**src/rtl/monopulse_ratio.sv**
```systemverilog
// monopulse_ratio: multi-channel |error_k| / |reference| engine.
// The sum channel is shared by all error channels. Each channel is divided in
// turn by a radix-2 restoring divider that produces one quotient bit per cycle.
// The result is an unsigned fixed-point magnitude with FRAC_BITS fraction bits,
// plus a sign bit and a divide-by-zero flag.
//
// Handshake: o_ready is high only in IDLE, and never while i_reset is asserted.
// A start is taken on the rising edge where i_start=1 and o_ready=1. Both
// inputs are latched on that edge. A start at any other time is dropped.
// Each channel result is presented for one cycle with o_valid=1. o_done marks
// the last channel. There is no backpressure on the result side.
module monopulse_ratio #(
  parameter int DATA_SIZE  = 64,
  parameter int FRAC_BITS  = DATA_SIZE,
  parameter int N_CHANNELS = 2,
  localparam int CH_W      = (N_CHANNELS > 1) ? $clog2(N_CHANNELS) : 1
) (
  input  logic                            i_clock,
  input  logic                            i_reset,
  input  logic [DATA_SIZE-1:0]            i_reference,
  input  logic [N_CHANNELS*DATA_SIZE-1:0] i_errors,
  input  logic                            i_start,
  output logic                            o_ready,
  output logic [DATA_SIZE+FRAC_BITS-1:0]  o_result,
  output logic                            o_sign,
  output logic                            o_div_zero,
  output logic [CH_W-1:0]                 o_channel,
  output logic                            o_valid,
  output logic                            o_done,
  output logic [1:0]                      state_dbg
);

  localparam int QW    = DATA_SIZE + FRAC_BITS;  // quotient / dividend width
  localparam int ITER  = QW;                     // one quotient bit per DIV cycle
  localparam int CNT_W = $clog2(ITER + 1);
  localparam int RW    = DATA_SIZE + 1;          // remainder register width
  localparam int SW    = DATA_SIZE + 2;          // remainder after the shift-in

  typedef enum logic [1:0] {
    S_IDLE = 2'd0,
    S_LOAD = 2'd1,
    S_DIV  = 2'd2,
    S_OUT  = 2'd3
  } state_t;

  state_t state, state_next;

  logic [DATA_SIZE-1:0]            ref_q;
  logic [N_CHANNELS*DATA_SIZE-1:0] err_q;
  logic [CH_W-1:0]                 ch_q;
  logic [DATA_SIZE-1:0]            abs_ref_q;
  logic [RW-1:0]                   rem_q;
  logic [QW-1:0]                   dvd_q;
  logic [QW-1:0]                   quo_q;
  logic [CNT_W-1:0]                cnt_q;
  logic                            sign_q;

  logic [DATA_SIZE-1:0] err_sel;
  logic [DATA_SIZE-1:0] abs_err;
  logic [DATA_SIZE-1:0] abs_ref;
  logic                 ch_sign;
  logic [SW-1:0]        rem_shift;
  logic                 rem_ge;
  logic [SW-1:0]        rem_next;
  logic [QW-1:0]        quo_next;
  logic                 last_ch;
  logic                 div_last;
  logic                 ref_zero;

  assign state_dbg = state;

  // Operand selection, magnitudes, sign, and one restoring-division step
  always_comb begin
    err_sel   = err_q[int'(ch_q)*DATA_SIZE +: DATA_SIZE];
    // Two's-complement negation maps the most negative value to 2^(DATA_SIZE-1)
    abs_err   = err_sel[DATA_SIZE-1] ? -err_sel : err_sel;
    abs_ref   = ref_q[DATA_SIZE-1] ? -ref_q : ref_q;
    ref_zero  = (abs_ref == '0);
    ch_sign   = (err_sel != '0) & (err_sel[DATA_SIZE-1] ^ ref_q[DATA_SIZE-1]);
    rem_shift = {rem_q, dvd_q[QW-1]};
    rem_ge    = (rem_shift >= SW'(abs_ref_q));
    rem_next  = rem_ge ? (rem_shift - SW'(abs_ref_q)) : rem_shift;
    quo_next  = (quo_q << 1) | QW'(rem_ge);
    last_ch   = (ch_q == CH_W'(N_CHANNELS - 1));
    div_last  = (cnt_q == CNT_W'(1));
  end

  // State register
  always_ff @(posedge i_clock or posedge i_reset) begin
    if (i_reset) state <= S_IDLE;
    else         state <= state_next;
  end

  // Next-state logic
  always_comb begin
    state_next = state;
    case (state)
      S_IDLE: if (i_start) state_next = S_LOAD;
      S_LOAD: state_next = ref_zero ? S_OUT : S_DIV;
      S_DIV:  if (div_last) state_next = S_OUT;
      S_OUT:  state_next = last_ch ? S_IDLE : S_LOAD;
      default: state_next = S_IDLE;
    endcase
  end

  // Handshake and strobe outputs decoded from the state
  always_comb begin
    o_ready = 1'b0;
    o_valid = 1'b0;
    o_done  = 1'b0;
    case (state)
      S_IDLE: o_ready = ~i_reset;
      S_OUT: begin
        o_valid = 1'b1;
        o_done  = last_ch;
      end
      default: ;
    endcase
  end

  // Datapath: input latch, divider iteration, and registered result fields
  always_ff @(posedge i_clock or posedge i_reset) begin
    if (i_reset) begin
      ref_q      <= '0;
      err_q      <= '0;
      ch_q       <= '0;
      abs_ref_q  <= '0;
      rem_q      <= '0;
      dvd_q      <= '0;
      quo_q      <= '0;
      cnt_q      <= '0;
      sign_q     <= 1'b0;
      o_result   <= '0;
      o_sign     <= 1'b0;
      o_div_zero <= 1'b0;
      o_channel  <= '0;
    end else begin
      case (state)
        S_IDLE: begin
          if (i_start) begin
            ref_q <= i_reference;
            err_q <= i_errors;
            ch_q  <= '0;
          end
        end
        S_LOAD: begin
          abs_ref_q <= abs_ref;
          sign_q    <= ch_sign;
          rem_q     <= '0;
          dvd_q     <= QW'(abs_err) << FRAC_BITS;
          quo_q     <= '0;
          cnt_q     <= CNT_W'(ITER);
          // A zero reference skips the divider and saturates the quotient
          if (ref_zero) begin
            o_result   <= '1;
            o_sign     <= ch_sign;
            o_div_zero <= 1'b1;
            o_channel  <= ch_q;
          end
        end
        S_DIV: begin
          rem_q <= RW'(rem_next);
          dvd_q <= dvd_q << 1;
          quo_q <= quo_next;
          cnt_q <= cnt_q - CNT_W'(1);
          // The final quotient bit goes straight into the result register
          if (div_last) begin
            o_result   <= quo_next;
            o_sign     <= sign_q;
            o_div_zero <= 1'b0;
            o_channel  <= ch_q;
          end
        end
        S_OUT: begin
          if (!last_ch) ch_q <= ch_q + CH_W'(1);
        end
        default: ;
      endcase
    end
  end

endmodule

```
**config.mk**
```make
export PLATFORM = sky130hd
export DESIGN_NAME = monopulse_ratio
export DESIGN_NICKNAME = d
export VERILOG_FILES = /design/src/rtl/monopulse_ratio.sv
export SDC_FILE = /design/constraint.sdc
export NUM_CORES = 2
export LEC_CHECK = 0
export CORE_MARGIN = 2
export CORE_UTILIZATION = 45
export DETAILED_ROUTE_END_ITERATION = 6
export GPL_ROUTABILITY_DRIVEN = 0
export GPL_TIMING_DRIVEN = 1
export PLACE_DENSITY = 0.63
export SYNTH_ARGS = -nofsm -noshare
export SYNTH_HDL_FRONTEND = slang
export SYNTH_SLANG_ARGS = --single-unit
```
**constraint.sdc**
```tcl
create_clock -name i_clock -period 24.3 [get_ports i_clock]
set_clock_uncertainty 0.15 [all_clocks]
set_input_delay 3.645 -clock i_clock [delete_from_list [all_inputs] [get_ports i_clock]]
set_output_delay 3.645 -clock i_clock [all_outputs]
set_load 0.01 [all_outputs]
```
==> metrics.md <==
| Metric | Value |
|---|---|
| Status | finished, final reports clean |
| Final WL | 87,300 um |
| Crit. End Element | primary output |
| Crit path time final | 8.64 ns |
| Initial Util | 45.4% |
| Max frequency | 116 MHz |
| 1st-pass router iterations | 5 |
| Sw Share | 21.5% |
| Switching pwr | 0.000504 W |
| CP Class | in -> out |
| Max Slew Vio Count | 0 |
| Grt met2 use | 32.3% |
| Reg2Reg Depth | 13 |
| Count leader, synth | dfrtp_1 |
| Synth cell count leaders | 655 x dfrtp_1, 299 x nor2_1, 279 x a21oi_1 |
| Type of the worst min-delay path | reg -> reg |
| Post-CTS setup buffer count | 0 |
| Setup TNS | 0 ns |
| Critical Path RT | 20.50 ns |
| Total GRT Usage | 21.4% |
| Syn Nets | 3,710 |
| Grt ovf | 0 |
| Internal power | 0.00184 W |
| Fin. Hold Viols | 0 |
| Setup violations, final | 0 |
| Pwr Total | 0.00235 W |
| Yosys top cell area share | 46.6% |
| Global routing usage on met3 | 3.03% |
| Final period utilization | 35.5% |
| DRC Markers | 0 |
| Power per cell area | 56.3 nW/um2 |
| Cell taking the most area after synthesis | dfrtp_1 |
| Top_reg_cell synth | dfrtp_1 |
| Vias in the first global route | 25,100 |
| GR Layer Usage met1 | 32.2% |
| Clk root buf | clkbuf_16 |
| Flops & latches, synth | 655 |
| Post-DR vias/cell | 5.51 |
| Worst-path clk slew | 0.06 ns |
| RSZ-0062 raised after global routing | no |
| FF+latch area | 16,400 um2 |
| TritonCTS clock tree | done |
| Slew @ Worst Pin | 1.15 ns |
| Die Area | 80,500 um2 |
| Peak VDD IR | 0.0000439 V |
| Syn avg cell area | 10.2 um2 |
| Yosys cell types | 83 |
| Combinational power share | 2.4% |
| Final Net Count | 3,914 |
| Sequential area share after synthesis | 46.6% |
| Max-cap violations | 0 |
| FP Rows | 102 |
| Asr flop ratio synth | 100% |
| Port Buffer Count | 330 |
| Power share of the clock group | 51.1% |
| FILL cells | 6,975 |
| PnR worst setup slack | 15.66 ns |
| Initial antenna violation count | 3 |
| WP data arrival | 4.84 ns |
| I/O Pins | 331 |
| Flop pwr share | 46.5% |
| Area of the multi-input gates | 17,300 um2 |
| Top cells by area, synth | dfrtp_1 47%, mux2_2 7.8%, a21oi_1 4.0% |
| Cells after Synth | 3,441 |
| CP Launch Type | primary input |
| Vias | 26,100 |
| Iter 0 DRT Violations | 1,766 |
| Synthesized cell area | 35,200 um2 |
| Share of layout cells above drive strength 1 | 14.1% |
| Final ANT Viol Nets | 0 |
| Hold-fix buffers, CTS | 0 |
| Place WS | 15.65 ns |
| Leakage power | 20.3 nW |
| Clk_lat worst skew | 0.62 ns |
| Global route hottest layer | met2 |
| Crit path max fanout | 2 |
| Height of the die | 284 um |
| Clk buf depth | 3 |
| H-tree depth | 3 |
| Number of enable flip-flop cells after synthesis | 0 |
| Sink Count | 655 |
| Hold depth | 1 |
| Die Wd | 284 um |
| WL per Instance | 18.4 um |
| Post-detail-place hpwl | 60,300 um |
| Synth warnings | 0 |
| Max_slew headroom | 23.3% |
| Cts bufs inserted | 77 |
| Layout area overhead | 18.4% |
| Post-CTS sizing | 0 |
| Largest net degree at the start of global routing | 180 |
| Core area | 77,500 um2 |
| Global-route wire length before repair | 141,000 um |
## area by class of cell
type                       count  share of cell area [%]
multi-input combinational   2413                    41.4
sequential                   655                    39.3
timing repair buffer         352                    8.38
clock buffer                 108                    5.36
tap                         1040                    3.12
inverter                     146                    1.34
clock inverter                33                    1.02
antenna                        1                 0.00601
## per-stage QoR
step                std cells  cell area [um2]  hold WS (ns)  util, %
detailed placement       4606            39000         0.341     50.4
global route             4748            41700         0.367     53.8
global placement         4606            39000         0.327     50.4
floorplan                3441            35200         0.305        -
CTS                      4747            41700         0.345     53.8
finish                   4748            41700         0.342     53.8
## worst paths after layout
| check | from | to | slack [ns] |
|---|---|---|---|
| max in group asynchronous | i_reset | rem_q[47] | 18.12 |
| max | i_reset | o_ready | 15.66 |
| max reg2reg | ref_q[2] | o_result[80] | 17.18 |
| min reg2reg | quo_q[86] | quo_q[87] | 0.34 |
| min | quo_q[86] | quo_q[87] | 0.34 |
| min in group asynchronous | i_reset | err_q[78] | 3.50 |
## power by group through the flow
| stage | clock network [W] | registers [W] | logic [W] |
|---|---|---|---|
| 2_1_floorplan | 0 | 0.00111 | 0.0000162 |
| 3_3_place_gp | 0 | 0.00111 | 0.0000581 |
| 3_5_place_dp | 0 | 0.00111 | 0.0000579 |
| 4_1_cts | 0.00123 | 0.00109 | 0.0000580 |
| 5_1_grt | 0.00128 | 0.00109 | 0.0000623 |
| 6_report | 0.00120 | 0.00109 | 0.0000556 |
## worst max-delay path, stage by stage
cell,delay [ns]
clkdlybuf4s50_1,0.51
nor2b_1,0.14
clkdlybuf4s50_1,0.54
## registers in the layout, summed over array words and instances, names as in the netlist, 8 cells and up
name       flops
cnt_q          8
rem_q         65
dvd_q         64
err_q        128
o_result     128
abs_ref_q     64
quo_q        127
ref_q         64
## kinds of logic after synthesis
kind of cell | after synthesis | synth area share (%)
xor gates and xnor gates | 177 | 4.40
DFF | 655 | 46.6
and+or+nand+nor | 924 | 13.1
AOI/OAI and AO/OA | 838 | 15.2
adders and majority gates | 74 | 2.65
buffers and inverters | 373 | 4.59
muxes | 400 | 13.5
## layout by cell type, fill, tap and decap left out, types with 14 or more instances in the layout
cell and instances:
a211oi_1 14, a21o_1 43, a21oi_1 279, a22o_1 117, a31oi_1 18, a32oi_1 16, and3_1 17, buf_4 20
clkbuf_16 78, clkbuf_8 17, clkdlybuf4s50_1 330, dfrtp_1 653, ha_1 70, inv_1 144, mux2_2 244, mux2_4 88
mux2i_1 67, nand2_1 192, nand2b_1 104, nand3_1 70, nand4_1 37, nor2_1 299, nor2b_1 17, nor3_1 58
nor3b_1 15, o21ai_0 195, o31ai_1 32, or3_1 22, or4_1 18, xnor2_1 67, xor2_1 110
## layer usage
layer,routed length (um),share of wire (%)
met1,43200,50
met2,38200,44
met3,4120,4.7
met4,1680,1.9
met5,33,0.038
Power figures use the tool's default switching activity.
